`config.mk`:
```
export PLATFORM = sky130hd
export DESIGN_NAME = tpu_memory_loader_flat
export DESIGN_NICKNAME = d
export VERILOG_FILES = /design/src/rtl/tpu_memory_loader_pkg.sv /design/src/rtl/tpu_memory_loader_if.sv /design/src/rtl/tpu_memory_loader.sv /design/src/flat_wrapper.sv
export SDC_FILE = /design/constraint.sdc
export NUM_CORES = 1
export LEC_CHECK = 0
export BUFFER_PORTS_ARGS = -buffer_cell sky130_fd_sc_hd__buf_2
export CAP_MARGIN = 40
export CELL_PAD_IN_SITES_DETAIL_PLACEMENT = 1
export CELL_PAD_IN_SITES_GLOBAL_PLACEMENT = 2
export CORE_ASPECT_RATIO = 0.8
export CORE_UTILIZATION = 25
export DETAILED_ROUTE_END_ITERATION = 7
export GPL_ROUTABILITY_DRIVEN = 0
export HOLD_SLACK_MARGIN = 0.02
export PLACE_DENSITY_LB_ADDON = 0.1
export SYNTH_ARGS = -nofsm -noshare
export SYNTH_HDL_FRONTEND = slang
export SYNTH_SLANG_ARGS = --single-unit
```
`constraint.sdc`:
```
create_clock -name clk -period 2.1 [get_ports clk]
set_input_delay 0.315 -clock clk [delete_from_list [all_inputs] [get_ports clk]]
set_output_delay 0.315 -clock clk [all_outputs]
set_load 0.01 [all_outputs]
```
`src/rtl/tpu_memory_loader_pkg.sv`:
```
// Shared types and geometry for the TPU operand-memory loader.
// Memory depth and address/count widths follow from the feature-map size.
package tpu_memory_loader_pkg;

    localparam int DATA_WIDTH   = 16;
    localparam int IMAGE_WIDTH  = 5;
    localparam int IMAGE_HEIGHT = 5;
    localparam int DEPTH        = IMAGE_WIDTH * IMAGE_HEIGHT;
    localparam int ADDR_W       = $clog2(DEPTH);
    localparam int CNT_W        = $clog2(DEPTH + 1);

    typedef enum logic [1:0] {
        TGT_IMAGE  = 2'd0,
        TGT_KERNEL = 2'd1,
        TGT_BIAS   = 2'd2,
        TGT_RSVD   = 2'd3
    } mem_target_e;

    typedef enum logic {
        ST_IDLE = 1'b0,
        ST_LOAD = 1'b1
    } loader_state_e;

    // Widened by one bit so base+count cannot wrap before the bound check.
    function automatic logic range_ok(input logic [ADDR_W-1:0] base,
                                      input logic [CNT_W-1:0]  cnt);
        logic [CNT_W:0] sum;
        sum = (CNT_W+1)'(base) + (CNT_W+1)'(cnt);
        return sum <= (CNT_W+1)'(DEPTH);
    endfunction

endpackage

```
`src/rtl/tpu_memory_loader_if.sv`:
```
// Command, word-stream and memory-write bundle between a loader and its host/memories.
// slave = loader side, master = host/testbench side.
interface tpu_memory_loader_if import tpu_memory_loader_pkg::*; ();

    logic                  load_start;
    mem_target_e           load_target;
    logic [ADDR_W-1:0]     load_base;
    logic [CNT_W-1:0]      load_count;

    logic                  s_valid;
    logic [DATA_WIDTH-1:0] s_data;
    logic                  s_ready;

    logic                  wr_en_img;
    logic                  wr_en_ker;
    logic                  wr_en_bias;
    logic [ADDR_W-1:0]     wr_addr;
    logic [DATA_WIDTH-1:0] wr_data;

    modport slave (
        input  load_start, load_target, load_base, load_count, s_valid, s_data,
        output s_ready, wr_en_img, wr_en_ker, wr_en_bias, wr_addr, wr_data
    );

    modport master (
        output load_start, load_target, load_base, load_count, s_valid, s_data,
        input  s_ready, wr_en_img, wr_en_ker, wr_en_bias, wr_addr, wr_data
    );

endinterface

```
`src/rtl/tpu_memory_loader.sv`:
```
// Streams FP16 words into the image/kernel/bias memory: one registered write the cycle after each accept,
// 1 word/cycle sustained; s_ready drops combinationally while tpu_busy is high.
module tpu_memory_loader import tpu_memory_loader_pkg::*; (
    input  logic                clk,
    input  logic                reset,
    input  logic                tpu_busy,
    output logic                busy,
    output logic                load_done,
    output logic                cfg_error,
    tpu_memory_loader_if.slave  ld
);

    loader_state_e         state_q, state_d;
    mem_target_e           tgt_q;
    logic [ADDR_W-1:0]     addr_q;
    logic [CNT_W-1:0]      rem_q;
    logic                  wr_vld_q;
    logic [ADDR_W-1:0]     wr_addr_q;
    logic [DATA_WIDTH-1:0] wr_data_q;
    logic                  done_q;
    logic                  err_q;

    logic cmd_seen, cmd_bad, cmd_empty, cmd_go, accept, last_beat;

    assign cmd_seen  = (state_q == ST_IDLE) && ld.load_start;
    assign cmd_bad   = (ld.load_target == TGT_RSVD) || !range_ok(ld.load_base, ld.load_count);
    assign cmd_empty = (ld.load_count == '0);
    assign cmd_go    = cmd_seen && !cmd_bad && !cmd_empty;
    assign accept    = (state_q == ST_LOAD) && !tpu_busy && ld.s_valid;
    assign last_beat = accept && (rem_q == CNT_W'(1));

    always_ff @(posedge clk) begin
        if (reset) begin
            state_q <= ST_IDLE;
        end else begin
            state_q <= state_d;
        end
    end

    always_comb begin
        state_d = state_q;
        case (state_q)
            ST_IDLE: if (cmd_go)    state_d = ST_LOAD;
            ST_LOAD: if (last_beat) state_d = ST_IDLE;
            default:                state_d = ST_IDLE;
        endcase
    end

    always_comb begin
        busy          = (state_q == ST_LOAD);
        ld.s_ready    = (state_q == ST_LOAD) && !tpu_busy;
        ld.wr_en_img  = wr_vld_q && (tgt_q == TGT_IMAGE);
        ld.wr_en_ker  = wr_vld_q && (tgt_q == TGT_KERNEL);
        ld.wr_en_bias = wr_vld_q && (tgt_q == TGT_BIAS);
        ld.wr_addr    = wr_addr_q;
        ld.wr_data    = wr_data_q;
        load_done     = done_q;
        cfg_error     = err_q;
    end

    // Target stays latched after the last beat so the trailing write decodes correctly.
    always_ff @(posedge clk) begin
        if (reset) begin
            tgt_q     <= TGT_IMAGE;
            addr_q    <= '0;
            rem_q     <= '0;
            wr_vld_q  <= 1'b0;
            wr_addr_q <= '0;
            wr_data_q <= '0;
            done_q    <= 1'b0;
            err_q     <= 1'b0;
        end else begin
            wr_vld_q <= accept;
            done_q   <= (cmd_seen && !cmd_bad && cmd_empty) || last_beat;
            err_q    <= cmd_seen && cmd_bad;
            if (cmd_go) begin
                tgt_q  <= ld.load_target;
                addr_q <= ld.load_base;
                rem_q  <= ld.load_count;
            end else if (accept) begin
                addr_q <= addr_q + ADDR_W'(1);
                rem_q  <= rem_q - CNT_W'(1);
            end
            if (accept) begin
                wr_addr_q <= addr_q;
                wr_data_q <= ld.s_data;
            end
        end
    end

endmodule

```
`src/flat_wrapper.sv`:
```
// flat-port wrapper written by rule: the top's interface ports become plain ports
module tpu_memory_loader_flat import tpu_memory_loader_pkg::*;
  (clk, reset, tpu_busy, busy, load_done, cfg_error, ld_load_start, ld_load_target, ld_load_base, ld_load_count, ld_s_valid, ld_s_data, ld_s_ready, ld_wr_en_img, ld_wr_en_ker, ld_wr_en_bias, ld_wr_addr, ld_wr_data);
  tpu_memory_loader_if ld_i ();
  input  logic clk;
  input  logic reset;
  input  logic tpu_busy;
  output logic busy;
  output logic load_done;
  output logic cfg_error;
  input wire logic [$bits(ld_i.load_start)-1:0] ld_load_start;
  input wire logic [$bits(ld_i.load_target)-1:0] ld_load_target;
  input wire logic [$bits(ld_i.load_base)-1:0] ld_load_base;
  input wire logic [$bits(ld_i.load_count)-1:0] ld_load_count;
  input wire logic [$bits(ld_i.s_valid)-1:0] ld_s_valid;
  input wire logic [$bits(ld_i.s_data)-1:0] ld_s_data;
  output wire logic [$bits(ld_i.s_ready)-1:0] ld_s_ready;
  output wire logic [$bits(ld_i.wr_en_img)-1:0] ld_wr_en_img;
  output wire logic [$bits(ld_i.wr_en_ker)-1:0] ld_wr_en_ker;
  output wire logic [$bits(ld_i.wr_en_bias)-1:0] ld_wr_en_bias;
  output wire logic [$bits(ld_i.wr_addr)-1:0] ld_wr_addr;
  output wire logic [$bits(ld_i.wr_data)-1:0] ld_wr_data;
  assign ld_i.load_start = ld_load_start;
  assign ld_i.load_target = ld_load_target;
  assign ld_i.load_base = ld_load_base;
  assign ld_i.load_count = ld_load_count;
  assign ld_i.s_valid = ld_s_valid;
  assign ld_i.s_data = ld_s_data;
  assign ld_s_ready = ld_i.s_ready;
  assign ld_wr_en_img = ld_i.wr_en_img;
  assign ld_wr_en_ker = ld_i.wr_en_ker;
  assign ld_wr_en_bias = ld_i.wr_en_bias;
  assign ld_wr_addr = ld_i.wr_addr;
  assign ld_wr_data = ld_i.wr_data;
  tpu_memory_loader u_core (.clk(clk), .reset(reset), .tpu_busy(tpu_busy), .busy(busy), .load_done(load_done), .cfg_error(cfg_error), .ld(ld_i));
endmodule
```
-- After elaboration in Yosys (flattened, before gate mapping)
Cells that the tools add are included.
- register bits after elaboration: 37
- logic and storage cells: 45
- add/subtract/negate cells: 3
- order comparisons: 1
- eq/ne operators: 4
- muxes and demuxes: 7
- bitwise operators: 1
- reduce and logical (&&, ||, !) cells: 20
- operator list (kind ; number):
    2-to-1 mux 5 bit ; 4
    logical AND 1 bit ; 11
    adder 5 x 5 -> 6 bit ; 1
    <= comparator 6 x 5 -> 1 bit (second input constant) ; 1
    adder 5 x 1 -> 5 bit (second input constant) ; 1
    equality test 5 x 1 -> 1 bit (second input constant) ; 1
    logical NOT 5 bit ; 1
    subtractor 5 x 1 -> 5 bit (second input constant) ; 1
    equality test 2 bit (second input constant) ; 2
    logical NOT 1 bit ; 4
    equality test 2 x 1 -> 1 bit (second input constant) ; 1
    logical NOT 2 bit ; 1
    logical OR 1 bit ; 2
    2-to-1 mux 1 bit ; 2
    one-hot mux 1 bit (2 select lines) ; 1
    nonzero test 2 bit ; 1
    NOT 1 bit ; 1

-- Longest topological paths before layout
- word-level depth: 9
- depth in mapped cells: 9
- depth with buffers taken out: 8

-- Least setup slack after synthesis
Ideal clock, no wire load.
- path kind: input to register
- start: input ld_load_count[0]
- end: register u_core.rem_q[3]
- arrival time: 1.956 ns
- data required time: 1.972 ns
- setup slack: 0.017 ns
- cell stages on the path: 9
- cells stage by stage: ha_1 -> fa_1 -> nor2b_1 -> nor3_1 -> o31a_2 -> nand3_2 -> buf_6 -> mux2i_1 -> nor2_1
- word-level cells in the longest chain between the ends: 8
- elaborated cells between the ends (all ways): 11
- ends and longest elaborated chain (element ; RTL line ; RTL):
    start: declaration ; flat_wrapper.sv:14 ; input wire logic [$bits(ld_i.load_count)-1:0] ld_load_count;
    adder 5 x 5 -> 6 bit ; tpu_memory_loader_pkg.sv:28 ; sum = (CNT_W+1)'(base) + (CNT_W+1)'(cnt);
    <= comparator 6 x 5 -> 1 bit ; tpu_memory_loader_pkg.sv:29 ; return sum <= (CNT_W+1)'(DEPTH);
    logical NOT 1 bit ; tpu_memory_loader.sv:26 ; assign cmd_bad = (ld.load_target == TGT_RSVD) || !range_ok(ld.load_base, ld.load_count);
    logical OR 1 bit ; tpu_memory_loader.sv:26 ;
    logical NOT 1 bit ; tpu_memory_loader.sv:28 ; assign cmd_go = cmd_seen && !cmd_bad && !cmd_empty;
    logical AND 1 bit ; tpu_memory_loader.sv:28 ;
    logical AND 1 bit (*) ; tpu_memory_loader.sv:28 ;
    2-to-1 mux 5 bit or nonzero test 2 bit (tied branches) ; - ;
    end signal: assignment ; tpu_memory_loader.sv:79 ; rem_q <= ld.load_count;
    end signal: assignment ; tpu_memory_loader.sv:82 ; rem_q <= rem_q - CNT_W'(1);
    end: declaration ; tpu_memory_loader.sv:16 ; logic [CNT_W-1:0] rem_q;
Mark *: on every way between the ends. The rest lies on a longest branch, timed or not.
A chain may end at the register's enable or synchronous reset.

-- Final worst setup path
- start: input ld_load_count[0]
- end: register u_core.addr_q[3]
- word-level cells in the longest chain between the ends: 8
- elaborated cells between the ends (all ways): 11
- ends and longest elaborated chain (element ; RTL line ; RTL):
    adder 5 x 5 -> 6 bit ; tpu_memory_loader_pkg.sv:28 ;
    <= comparator 6 x 5 -> 1 bit ; tpu_memory_loader_pkg.sv:29 ;
    logical NOT 1 bit ; tpu_memory_loader.sv:26 ;
    logical OR 1 bit ; tpu_memory_loader.sv:26 ;
    logical NOT 1 bit ; tpu_memory_loader.sv:28 ;
    logical AND 1 bit ; tpu_memory_loader.sv:28 ;
    logical AND 1 bit (*) ; tpu_memory_loader.sv:28 ;
    2-to-1 mux 5 bit or nonzero test 2 bit (tied branches) ; - ;
    end signal: assignment ; tpu_memory_loader.sv:78 ; addr_q <= ld.load_base;
    end signal: assignment ; tpu_memory_loader.sv:81 ; addr_q <= addr_q + ADDR_W'(1);
    end: declaration ; tpu_memory_loader.sv:15 ; logic [ADDR_W-1:0] addr_q;
Marked as above.

==> impl_metrics.json <==
{
  "postSynthAreaPerCell_um2": 8.470,
  "cp.arrival_ns": 2.18,
  "rrSetupSlack_ns": 0.57,
  "cts_buffers": 5,
  "pre_cts_slack_ns": -0.2079,
  "yosysTopAreaCell": "dfxtp_1",
  "power.density_nw_per_um2": 751.6,
  "switchingPower_mw": 0.4246,
  "ir_drop_mv": 0.3673,
  "met3_length_um": 204,
  "cpPeakStageDelay_ns": 0.54,
  "synthDistinctLibCells": 38,
  "skew_ns": 0.007377,
  "critPathLaunchType": "input pin",
  "ys_seq_area_share_pct": 42.87,
  "stdcell_area_um2": 2335,
  "drive_gt1_share_pct": 32.12,
  "antenna_found_initial": 0,
  "cap_violations": 0,
  "avgRoutedWirePerCell_um": 13.18,
  "cts.clk_slew.worst_paths_ns": 0.08,
  "ys.warnings.count": 0,
  "period_needed_ns": 2.012,
  "rsz0062_at_grt": "false",
  "synth.net_count": 246,
  "hpwl_um": 3596,
  "fmax_mhz": 496.9,
  "fillers": 813,
  "crit_path_cell_trace": "buf_2 -> ha_1 -> fa_2 -> nor2b_1 -> nor3_1 -> o31a_2 -> nand3_4 -> buf_4 -> mux2i_1 -> nor2_1",
  "cp_slowest_cell": "fa_2",
  "clockBufferDepth": 2,
  "clkPwrFrac_pct": 41.8,
  "grt_pass1_vias": 1618,
  "ant_nets": 0,
  "yosys_register_bits": 37,
  "hold_viol_final": 0,
  "vias": 1621,
  "required_ns": 2.27,
  "initialDrtViolationCount": 30,
  "p_comb_share_pct": 15.2,
  "syn2layout_area_growth_pct": 35.12,
  "min_path_type": "input pin to flop",
  "h-tree-depth": 2,
  "path_max_fanout": 3,
  "switching_share_pct": 24.20,
  "syn_inst": 204,
  "synth_area_leaders": "dfxtp_1, nand2_1, a21oi_1, ha_1, mux2i_1",
  "synth_ff_type": "dfxtp_1",
  "period_share_pct": 95.83,
  "clock_latency_ns": 0.29,
  "synth_enable_flop_cells": 0,
  "die_x_um": 94.95,
  "grt_pass1_wl_um": 7962,
  "p_total_mw": 1.755,
  "synth_top_area_share_pct": 42.87,
  "antenna_cells": 0,
  "grt-ovfl-total": 0,
  "seq_area_um2": 740.7,
  "slew_viol_final": 0,
  "cts_tree": "done",
  "cp-end-kind": "flop",
  "crit_type": "input pin to flop",
  "clock_sink_count": 37,
  "grt_max_degree": 27,
  "syn_area_um2": 1728,
  "ioPinCount": 61,
  "holdBufCountCts": 0,
  "grtUsageTotal_pct": 14.20,
  "final_core_util_pct": 35.71,
  "m1WireLength_um": 2438,
  "start_util_pct": 26.43,
  "drc": 0,
  "rows": 26,
  "leakage_nw": 1.068,
  "first_pass_iters": 4,
  "io_buffers": 60,
  "top_layer_used": "met4",
  "final_cell_mix": "buf_2, nand2_1, dfxtp_1",
  "wl_um": 4720,
  "tightest_slew_ns": 0.3051,
  "core_area_um2": 6539,
  "p_seq_share_pct": 43.0,
  "intPower_mw": 1.330,
  "clockRootBuffer": "clkbuf_8",
  "die_area_um2": 7250,
  "max_slew_margin_pct": 79.59,
  "setup_viol": 0,
  "outcome": "finished clean",
  "ys_async_sr_fraction_pct": 0,
  "vias_per_cell": 4.528,
  "die_height_um": 76.36,
  "nNetsFinal": 315,
  "multi_input_area_um2": 929.6,
  "final_common_cell": "buf_2",
  "finalWorstSetupSlack_ns": 0.08762,
  "wl_met2_um": 2039,
  "place_area_um2": 2191
}
flip-flops by register name, summed over array words and instances, names as in the netlist:
| name | flops |
|---|---|
| u_core.ld.wr_addr | 5 |
| u_core.load_done | 1 |
| u_core.wr_vld_q | 1 |
| u_core.rem_q | 5 |
| u_core.cfg_error | 1 |
| u_core.busy | 1 |
| u_core.tgt_q | 2 |
| u_core.ld.wr_data | 16 |
| u_core.addr_q | 5 |
layer usage:
metal | global-route usage, % | vias up
met1 | 20.09 | 755
met2 | 20.86 | 35
li1 | - | 827
met5 | 0 | -
met4 | 4.545 | 0
met3 | 3.593 | 4
cells in the mapped netlist, types with 2 or more instances:
library cell,count
nand2_1,47
dfxtp_1,37
a21oi_1,26
nor2_1,14
mux2i_1,9
ha_1,8
clkbuf_1,7
xnor2_1,6
inv_1,4
nor2b_1,4
buf_2,3
nor3_1,3
o21ai_0,3
xor2_1,3
and3b_1,2
nand3_1,2
nand3_2,2
nand3b_1,2
nand4_1,2
nand4b_1,2
metrics by stage:
step / hold slack [ns] / TNS, ns / cells
after floorplan: 0.4443 / 0 / 204
after global placement: 0.4442 / -2.090 / 350
after detailed placement: 0.4474 / -2.124 / 350
after CTS: 0.2418 / 0 / 358
after global routing: 0.2483 / 0 / 358
final: 0.2524 / 0 / 358
cells by family (layout without fill, tap and decap cells):
group                      count (synthesis)  count (layout)  synth area share [%]
muxes                                      9               9                 5.214
adders and majority gates                  9               9                 6.952
DFF                                       37              37                 42.87
AOI/OAI and AO/OA                         37              37                 12.31
and+or+nand+nor                           88              88                 24.19
xor gates and xnor gates                   9               9                 4.562
buffers and inverters                     15              85                 3.910
area by class of cell:
cell class / count / area share [%]
well taps: 84 / 4.502
repair buffers: 73 / 17.58
clock buffers: 5 / 2.947
clock inverters: 3 / 2.787
inverters: 4 / 0.6431
flip-flops and latches: 37 / 31.73
multi-input cells: 152 / 39.82
power groups by stage:
stage | combinational [mW] | sequential [mW] | clock (mW)
floorplan | 0.153 | 0.770 | 0
global placement | 0.264 | 0.771 | 0
detailed placement | 0.263 | 0.772 | 0
CTS | 0.266 | 0.755 | 0.755
global route | 0.298 | 0.761 | 0.784
finish | 0.266 | 0.754 | 0.734
critical path, delay by kind of cell:
family / cells / cell delay (ns)
simple gates: 4 / 0.35
mux: 1 / 0.19
buf+inv: 2 / 0.25
compound gates: 1 / 0.33
fa+ha+maj: 2 / 0.76
worst paths after layout:
| check | startpoint | depth (start not counted) | to |
|---|---|---|---|
| max | ld_load_count[0] | 10 | u_core.addr_q[3] |
| min | ld_s_data[6] | 3 | u_core.ld.wr_data[6] |
| max reg2reg | u_core.busy | 6 | u_core.addr_q[3] |
| min reg2reg | u_core.ld.wr_data[12] | 2 | u_core.ld.wr_data[12] |
timing repair:
item	in CTS	in global routing
setup buffers	0	0
setup endpoints to repair	0	3
gates resized for setup	0	2
Power figures use the tool's default switching activity.
